--- src/rtl/adder_pkg.sv ---
// rtl/adder_pkg.sv - shared types and defaults for multicycle_adder (ADDER_SUB_EN adds subtract)
package adder_pkg;

   localparam int STATE_W       = 2;
   localparam int DEFAULT_WIDTH = 16;
   localparam int DEFAULT_SLICE = 4;

   typedef enum logic [STATE_W-1:0] {
      IDLE = 2'd0,
      CALC = 2'd1,
      DONE = 2'd2
   } state_t;

   // One full-adder cell: {carry, sum}
   function automatic logic [1:0] full_add(input logic x, input logic y, input logic c);
      return {(x & y) | (c & (x ^ y)), x ^ y ^ c};
   endfunction

endpackage

--- src/rtl/multicycle_adder_if.sv ---
// rtl/multicycle_adder_if.sv - operand/result handshake bundle; sub member exists only with ADDER_SUB_EN
interface multicycle_adder_if
   import adder_pkg::*;
#(
   parameter int WIDTH = DEFAULT_WIDTH
);
   logic             in_valid;
   logic             in_ready;
   logic [WIDTH-1:0] a;
   logic [WIDTH-1:0] b;
   logic             cin;
`ifdef ADDER_SUB_EN
   logic             sub;
`endif
   logic             out_valid;
   logic             out_ready;
   logic [WIDTH-1:0] sum;
   logic             cout;
   logic             ovf;

   modport master (
`ifdef ADDER_SUB_EN
      output sub,
`endif
      output in_valid, a, b, cin, out_ready,
      input  in_ready, out_valid, sum, cout, ovf
   );

   modport slave (
`ifdef ADDER_SUB_EN
      input  sub,
`endif
      input  in_valid, a, b, cin, out_ready,
      output in_ready, out_valid, sum, cout, ovf
   );

endinterface

--- src/rtl/adder_slice.sv ---
// rtl/adder_slice.sv - combinational SLICE-bit ripple of full-adder cells
module adder_slice
   import adder_pkg::*;
#(
   parameter int SLICE = DEFAULT_SLICE
) (
   input  logic [SLICE-1:0] a_s,
   input  logic [SLICE-1:0] b_s,
   input  logic             c_in,
   output logic [SLICE-1:0] s,
   output logic             c_out,
   output logic             c_msb_in
);
   logic [SLICE:0] c;

   always_comb begin
      s    = '0;
      c    = '0;
      c[0] = c_in;
      for (int i = 0; i < SLICE; i++) begin
         {c[i+1], s[i]} = full_add(a_s[i], b_s[i], c[i]);
      end
   end

   assign c_out    = c[SLICE];
   // Carry into the top bit of this slice; only meaningful for the MSB slice
   assign c_msb_in = c[SLICE-1];

endmodule

--- src/rtl/multicycle_adder.sv ---
// rtl/multicycle_adder.sv - sequential adder, SLICE bits per cycle; ADDER_SUB_EN enables subtract
module multicycle_adder
   import adder_pkg::*;
#(
   parameter int WIDTH = DEFAULT_WIDTH,
   parameter int SLICE = DEFAULT_SLICE
) (
   input  logic              clk,
   input  logic              rst,
   multicycle_adder_if.slave bus
);
   localparam int NS = WIDTH / SLICE;
   localparam int KW = (NS > 1) ? $clog2(NS) : 1;
   localparam logic [KW-1:0] K_LAST = KW'(NS - 1);

   generate
      if ((WIDTH % SLICE) != 0) begin : g_bad_cfg
         $error("multicycle_adder: WIDTH must be a multiple of SLICE");
      end
   endgenerate

   state_t           state;
   state_t           state_nx;
   logic [WIDTH-1:0] opa;
   logic [WIDTH-1:0] opb;
   logic [WIDTH-1:0] sum_r;
   logic             carry;
   logic             cout_r;
   logic             ovf_r;
   logic [KW-1:0]    k;
   logic             sub_req;
   logic             in_ready;
   logic             out_valid;

   logic [SLICE-1:0] s_a;
   logic [SLICE-1:0] s_b;
   logic [SLICE-1:0] s_sum;
   logic             s_cout;
   logic             s_cmsb;

`ifdef ADDER_SUB_EN
   assign sub_req = bus.sub;
`else
   assign sub_req = 1'b0;
`endif

   always_ff @(posedge clk) begin
      if (rst) begin
         state <= IDLE;
      end else begin
         state <= state_nx;
      end
   end

   always_comb begin
      state_nx  = state;
      in_ready  = 1'b0;
      out_valid = 1'b0;
      case (state)
         IDLE: begin
            in_ready = 1'b1;
            if (bus.in_valid) state_nx = CALC;
         end
         CALC: begin
            if (k == K_LAST) state_nx = DONE;
         end
         DONE: begin
            out_valid = 1'b1;
            if (bus.out_ready) state_nx = IDLE;
         end
         default: state_nx = IDLE;
      endcase
   end

   assign s_a = opa[int'(k) * SLICE +: SLICE];
   assign s_b = opb[int'(k) * SLICE +: SLICE];

   adder_slice #(.SLICE(SLICE)) u_slice (
      .a_s      (s_a),
      .b_s      (s_b),
      .c_in     (carry),
      .s        (s_sum),
      .c_out    (s_cout),
      .c_msb_in (s_cmsb)
   );

   // Subtract is a + ~b + 1: invert b and force the carry-in at acceptance
   always_ff @(posedge clk) begin
      if (rst) begin
         opa    <= '0;
         opb    <= '0;
         sum_r  <= '0;
         carry  <= 1'b0;
         cout_r <= 1'b0;
         ovf_r  <= 1'b0;
         k      <= '0;
      end else begin
         case (state)
            IDLE: begin
               if (bus.in_valid) begin
                  opa   <= bus.a;
                  opb   <= sub_req ? ~bus.b : bus.b;
                  carry <= sub_req | bus.cin;
                  k     <= '0;
               end
            end
            CALC: begin
               sum_r[int'(k) * SLICE +: SLICE] <= s_sum;
               carry <= s_cout;
               if (k == K_LAST) begin
                  cout_r <= s_cout;
                  ovf_r  <= s_cout ^ s_cmsb;
                  k      <= '0;
               end else begin
                  k <= k + 1'b1;
               end
            end
            default: ;
         endcase
      end
   end

   assign bus.in_ready  = in_ready;
   assign bus.out_valid = out_valid;
   assign bus.sum       = sum_r;
   assign bus.cout      = cout_r;
   assign bus.ovf       = ovf_r;

endmodule
--- src/flat_wrapper.sv ---
// flat-port wrapper written by rule: the top's interface ports become plain ports
module multicycle_adder_flat import adder_pkg::*;
#(
   parameter int WIDTH = DEFAULT_WIDTH,
   parameter int SLICE = DEFAULT_SLICE
)
  (clk, rst, bus_in_valid, bus_a, bus_b, bus_cin, bus_out_ready, bus_in_ready, bus_out_valid, bus_sum, bus_cout, bus_ovf);
  multicycle_adder_if #(.WIDTH(WIDTH)) bus_i ();
  input  logic clk;
  input  logic rst;
  input wire logic [$bits(bus_i.in_valid)-1:0] bus_in_valid;
  input wire logic [$bits(bus_i.a)-1:0] bus_a;
  input wire logic [$bits(bus_i.b)-1:0] bus_b;
  input wire logic [$bits(bus_i.cin)-1:0] bus_cin;
  input wire logic [$bits(bus_i.out_ready)-1:0] bus_out_ready;
  output wire logic [$bits(bus_i.in_ready)-1:0] bus_in_ready;
  output wire logic [$bits(bus_i.out_valid)-1:0] bus_out_valid;
  output wire logic [$bits(bus_i.sum)-1:0] bus_sum;
  output wire logic [$bits(bus_i.cout)-1:0] bus_cout;
  output wire logic [$bits(bus_i.ovf)-1:0] bus_ovf;
  assign bus_i.in_valid = bus_in_valid;
  assign bus_i.a = bus_a;
  assign bus_i.b = bus_b;
  assign bus_i.cin = bus_cin;
  assign bus_i.out_ready = bus_out_ready;
  assign bus_in_ready = bus_i.in_ready;
  assign bus_out_valid = bus_i.out_valid;
  assign bus_sum = bus_i.sum;
  assign bus_cout = bus_i.cout;
  assign bus_ovf = bus_i.ovf;
  multicycle_adder #(.WIDTH(WIDTH), .SLICE(SLICE)) u_core (.clk(clk), .rst(rst), .bus(bus_i));
endmodule
--- config.mk ---
export PLATFORM = sky130hd
export DESIGN_NAME = multicycle_adder_flat
export DESIGN_NICKNAME = d
export VERILOG_FILES = /design/src/rtl/adder_pkg.sv /design/src/rtl/multicycle_adder_if.sv /design/src/rtl/adder_slice.sv /design/src/rtl/multicycle_adder.sv /design/src/flat_wrapper.sv
export SDC_FILE = /design/constraint.sdc
export NUM_CORES = 1
export LEC_CHECK = 0
export BUFFER_PORTS_ARGS = -buffer_cell sky130_fd_sc_hd__buf_2
export CAP_MARGIN = 20
export CELL_PAD_IN_SITES_DETAIL_PLACEMENT = 0
export CELL_PAD_IN_SITES_GLOBAL_PLACEMENT = 1
export CORE_UTILIZATION = 43
export CTS_CLUSTER_SIZE = 10
export DETAILED_ROUTE_END_ITERATION = 12
export PLACE_DENSITY = 0.87
export SYNTH_ARGS = -nofsm -noshare
export SYNTH_HDL_FRONTEND = slang
export SYNTH_SLANG_ARGS = --single-unit
--- constraint.sdc ---
create_clock -name clk -period 6.1 [get_ports clk]
set_input_delay 1.22 -clock clk [delete_from_list [all_inputs] [get_ports clk]]
set_output_delay 1.22 -clock clk [all_outputs]
set_load 0.01 [all_outputs]
Yosys cells after proc, flatten, opt, wreduce, memory -nomap -nowiden --
Cells that the tools add are included.
Storage, ports and cells: flip-flop bits (word level) 55, output and inout port bits 20
Cells by class: add/sub/neg operators 2, equality and inequality tests 6, shift-type cells 4, mux-type cells 12, bitwise gates (word level) 21, reduce and logical (&&, ||, !) cells 6
Operators by type and width (number):
- negator 4 -> 33 bit | 1
- variable shift 4 x 33 -> 16 bit (first input constant) | 1
- variable part select 4 x 33 -> 16 bit | 1
- variable part select 16 x 5 -> 4 bit | 2
- bitwise mux 16 bit | 1
- two-way mux 2 bit | 5
- bitwise XOR 1 bit | 9
- AND 1 bit | 8
- one-hot mux 2 bit (3 select lines) | 1
- AND reduction 2 bit | 3
- == test 2 bit (second input constant) | 2
- != test 2 bit (second input constant) | 2
- OR 1 bit | 4
- one-hot mux 2 bit (2 select lines) | 1
- two-way mux 1 bit | 3
- AND reduction 3 bit | 1
- adder 2 x 1 -> 2 bit (second input constant) | 1
- == test 2 x 1 -> 1 bit (second input constant) | 1
- zero test 2 bit | 1
- != test 2 x 1 -> 1 bit (second input constant) | 1
- one-hot mux 1 bit (2 select lines) | 1
- nonzero test 2 bit | 1

Longest topological paths before layout --
word-level depth 11, depth in mapped cells 11, mapped depth without buffers 10

Hierarchy --
A second synthesis with hierarchy kept.
Second synthesis, totals: cells, all modules 286, area, all modules 2488.6 µm²
Modules (own cells, without submodules):
- multicycle_adder | instances 1, cells each 272, area each 2371.0 µm², seq. area each 1101.1 µm²
- adder_slice | instances 1, cells each 14, area each 117.6 µm², seq. area each 0.0 µm²

Least setup slack after synthesis --
Ideal clock, no wire load.
path type reg-to-reg, start reg u_core.k[0], end reg u_core.ovf_r, in the netlist u_core.bus.ovf, setup time 0.132 ns, data arrival time 2.743 ns, path slack 3.226 ns, stages on the path, launching flop included 12, period minus slack after synthesis 2.874 ns, cells stage by stage dfxtp_1 buf_4 mux4_2 inv_1 fa_1 fa_1 inv_1 fa_1 fa_1 xor2_1 nor2_1 nor3_1
Between the ends: cells in the longest elaborated chain, start to end 11
Ends and longest elaborated chain:
- start, declared | line multicycle_adder.sv:30 | logic [KW-1:0] k;
- start signal, assigned | line multicycle_adder.sv:115 | k <= k + 1'b1;
- variable part select 16 x 5 -> 4 bit (on tied branches) | line multicycle_adder.sv:75, multicycle_adder.sv:76
- bitwise XOR 1 bit | line adder_pkg.sv:16 | return {(x & y) | (c & (x ^ y)), x ^ y ^ c};
- AND 1 bit | line adder_pkg.sv:16
- OR 1 bit | line adder_pkg.sv:16
- AND 1 bit | line adder_pkg.sv:16
- OR 1 bit | line adder_pkg.sv:16
- AND 1 bit | line adder_pkg.sv:16
- OR 1 bit | line adder_pkg.sv:16
- AND 1 bit | line adder_pkg.sv:16
- OR 1 bit * | line adder_pkg.sv:16
- via u_core.s_cout | line multicycle_adder.sv:38 | logic s_cout;
- bitwise XOR 1 bit * | line multicycle_adder.sv:112 | ovf_r <= s_cout ^ s_cmsb;
- end signal, assigned | line multicycle_adder.sv:112
- end, declared | line multicycle_adder.sv:29 | logic ovf_r;
The timed path passes the listed nets; every way through them passes the cells marked *. A chain may end at the register's enable or synchronous reset.

Worst setup path in the final report --
start reg u_core.k[0], end reg u_core.sum_r[7], in the netlist u_core.bus.sum[7]
Between the ends: cells in the longest elaborated chain, start to end 11
Ends and longest elaborated chain:
- variable part select 16 x 5 -> 4 bit (on tied branches) | line multicycle_adder.sv:75, multicycle_adder.sv:76
- bitwise XOR 1 bit | line adder_pkg.sv:16
- AND 1 bit | line adder_pkg.sv:16
- OR 1 bit | line adder_pkg.sv:16
- AND 1 bit | line adder_pkg.sv:16
- OR 1 bit | line adder_pkg.sv:16
- AND 1 bit | line adder_pkg.sv:16
- OR 1 bit | line adder_pkg.sv:16
- bitwise XOR 1 bit | line adder_pkg.sv:16
- variable part select 4 x 33 -> 16 bit | line multicycle_adder.sv:108 | sum_r[int'(k) * SLICE +: SLICE] <= s_sum;
- bitwise mux 16 bit * | line multicycle_adder.sv:108
- end signal, assigned by index | line multicycle_adder.sv:108
- end, declared | line multicycle_adder.sv:26 | logic [WIDTH-1:0] sum_r;
Mark *: on every way between the ends. The rest lies on a longest branch, timed or not.

==> results by group <==
GRT
  • Maximum number of pins on one net before global-route repair: 60
  • First-pass GRT wire length: 8.97 mm
  • GRT overflow: 0
  • Antenna violations before repair: 0
  • Vias in the first global route: 1937
  • Global routing usage summed across all routing layers: 0.187

Finish
  • Combined flip-flop and latch cell area: 0.00110 mm2
  • Most common library cell in the layout ignoring fill and taps: sky130_fd_sc_hd__nand2_1
  • Commonest non-fill, non-tap cells in the layout: 73 x sky130_fd_sc_hd__nand2_1, 56 x sky130_fd_sc_hd__buf_2, 55 x sky130_fd_sc_hd__dfxtp_1, 47 x sky130_fd_sc_hd__a21oi_1, 14 x sky130_fd_sc_hd__inv_1
  • Multi-input gate area in the final layout: 0.00125 mm2
  • Finished Core Util: 0.527
  • Nets@finish: 374
  • Layout-stage area growth over the synthesis result: 17.3%
  • Fraction of layout instances using a drive strength above 1: 0.235
  • # diodes: 0
  • Number of fillers in the final layout: 566
  • Final Instance Count excl. Fillers: 400

Timing
  • Unrepaired setup endpoints after global routing: false
  • Minimum setup slack in the final design: 2.81 ns
  • Setup TNS after final layout: 0 ns
  • Final hold viol count: 0
  • Final period util: 0.539
  • Fmax: 0.304 GHz
  • Worst Skew: 0.0116 ns
  • Clock period minus final worst setup slack: 3.29 ns
  • Max transition margin: 0.314
  • Total setup violations reported at the end of the flow: 0
  • Slew of the pin with the lowest slew margin: 1.03 ns
  • Fin. max-slew vios: 0

Power and ir drop
  • Power density cells: 241 mW/mm2
  • Largest vdd supply drop: 119 uV
  • Leakage power summed over all cells: 1.18 nW

Flow run
  • Max-capacitance violation count: 0

Yosys
  • Number of library cell types mapped by synthesis: 33
  • Cells after Synth: 280
  • Number of enable flip-flop cells after synthesis: 0
  • Share of synthesized registers carrying an async set or reset: 0
  • Mapped Nets: 327
  • Synth Flop Type: sky130_fd_sc_hd__dfxtp_1
  • Flop and latch count out of synthesis: 55
  • Average cell area after synthesis: 8.89 um2
  • Post-synthesis instance area: 0.00249 mm2
  • Seq/Total Area, Yosys: 0.442
  • Count of warnings emitted by yosys: 0

Outcome
  • Run status: finished, final reports clean

Critical path
  • Nature of the critical path endpoint: flip-flop
  • Standard cell with the maximum stage delay on the critical path: sky130_fd_sc_hd__dfxtp_1
  • Highest fanout seen on the critical path: 16
  • Critical path startpoint category: flip-flop
  • Class of the most critical setup path: flip-flop to flip-flop
  • Data arrival, critical path: 3.53 ns
  • Data required time at the worst endpoint: 6.34 ns
  • Peak per-stage delay on the critical path: 0.87 ns
  • Crit path cell chain: mux4_2 -> inv_1 -> fa_1 -> fa_1 -> inv_1 -> fa_1 -> fa_1 -> nand4_1 -> a21oi_1
  • Buffer and inverter count on the worst path: 2
  • Top cell by count, worst path: sky130_fd_sc_hd__fa_1
  • Crit-path leading delay family: adder cells

Placement
  • Minimum setup slack after placement: 2.78 ns
  • Final weighted congestion in routability-driven placement: 0.779
  • Port Buffer Count: 56
  • Post-placement cell count: 390
  • HPWL reported at the end of detailed placement: 3.67 mm

Floorplanning
  • Row count: 27
  • Die Outline Area: 0.00610 mm2
  • Number of primary I/O pins: 57
  • Chip height: 78.1 um
  • Die W: 78.1 um
  • Area of the placeable core: 0.00554 mm2
  • Initial cell density of the core: 0.449

Clock network
  • Library cell used as clock root buffer: sky130_fd_sc_hd__clkbuf_8
  • TritonCTS Buffers: 5
  • Clock transition time at the flip-flop clock pins of the worst setup and hold paths: 0.10 ns
  • Clock tree from TritonCTS: yes
  • Total clock sinks: 55
  • Clock insertion delay at the later pin of the skew report: 0.31 ns
  • CTS HTree Levels: 2
  • CTS Hold Bufs: 0
  • CTS Buffer Depth: 2
  • Cts repair resizes: 0
  • Post-CTS setup-driven buffer insertion count: 0

Routing
  • Vias per Instance: 5.01
  • Via Count: 2002
  • DRC viols: 0
  • Number of nets with antenna violations after routing: 0
  • DRT iter0 DRCs: 123
  • Detailed Route WL: 5.27 mm
  • Pre-antenna DRT Iters: 4
  • Average wire per cell in the routed design: 13.2 um

Worst hold path
  • HP Class: flip-flop to flip-flop
-- where the power goes --
group,internal [W],leakage (nW),switching [W]
clock,0.000104,0.0515,0.000114
sequential,0.000374,0.449,0.0000136
combinational,0.0000457,0.677,0.0000515
total,0.000524,1.18,0.000180
-- registers in the layout, indices dropped and copies added, names as in the netlist --
signal / flops
u_core.bus.sum: 16
u_core.opa: 16
u_core.opb: 16
u_core.k: 2
u_core.state: 2
u_core.bus.cout: 1
u_core.bus.ovf: 1
u_core.carry: 1
-- worst min-delay path: stages (launching register included) --
cell	delay (ns)
sky130_fd_sc_hd__dfxtp_1	0.32
sky130_fd_sc_hd__nand2_1	0.05
sky130_fd_sc_hd__a21oi_1	0.05
-- per-layer routing --
metal  GRT usage  up-vias  part of all wire  wire length (um)
met3      0.0395        4             0.043               229
met5           0        -                 0                 0
li1            -     1039                 -                 -
met4      0.0611        0            0.0091                48
met1       0.241      906              0.47              2490
met2       0.311       53              0.47              2500
-- layout make-up --
| type | count | share of cell area |
|---|---|---|
| tap | 72 | 0.0308 |
| clock buffer | 8 | 0.0343 |
| multi-input combinational | 193 | 0.429 |
| sequential | 55 | 0.377 |
| timing repair buffer | 58 | 0.111 |
| inverter | 14 | 0.0180 |
-- final timing paths --
path | from | end | slack, ns | cells past startpoint
worst max-delay path | u_core.k[0] | u_core.bus.sum[7] | 2.81 | 9
worst min-delay path | u_core.bus.sum[4] | u_core.bus.sum[4] | 0.46 | 2
worst max register to register | u_core.k[0] | u_core.bus.sum[7] | 2.81 | 9
worst min register to register | u_core.bus.sum[4] | u_core.bus.sum[4] | 0.46 | 2
-- synthesized netlist by cell type (4+ instances only) --
library cell,n,area [um2]
sky130_fd_sc_hd__nand2_1,73,274
sky130_fd_sc_hd__dfxtp_1,55,1100
sky130_fd_sc_hd__a21oi_1,47,235
sky130_fd_sc_hd__inv_1,14,52.6
sky130_fd_sc_hd__nor2_1,9,33.8
sky130_fd_sc_hd__buf_2,8,40.0
sky130_fd_sc_hd__mux4_2,8,180
sky130_fd_sc_hd__nand2b_1,7,43.8
sky130_fd_sc_hd__clkbuf_1,6,22.5
sky130_fd_sc_hd__ha_1,6,75.1
sky130_fd_sc_hd__nand3b_1,6,45.0
sky130_fd_sc_hd__o32ai_1,5,43.8
sky130_fd_sc_hd__fa_1,4,80.1
-- kinds of logic after synthesis --
| logic type | share of synthesized area |
|---|---|
| AND/OR/NAND/NOR | 0.225 |
| AO/OA/AOI/OAI | 0.134 |
| flip-flops | 0.442 |
| buffers and inverters | 0.0568 |
| adder cells (fa/ha/maj) | 0.0623 |
| multiplexers | 0.0764 |
| XOR/XNOR | 0.00352 |
-- metrics by stage --
| step | instance area [um2] | total power [W] | hold WS [ns] |
|---|---|---|---|
| 2_1_floorplan | 2490 | 0.000459 | 0.433 |
| 3_3_place_gp | 2780 | 0.000489 | 0.435 |
| 3_5_place_dp | 2780 | 0.000490 | 0.447 |
| 4_1_cts | 2880 | 0.000704 | 0.460 |
| 5_1_grt | 2920 | 0.000735 | 0.471 |
| 6_report | 2920 | 0.000703 | 0.459 |
No activity file was read; power rests on OpenSTA's default activity.
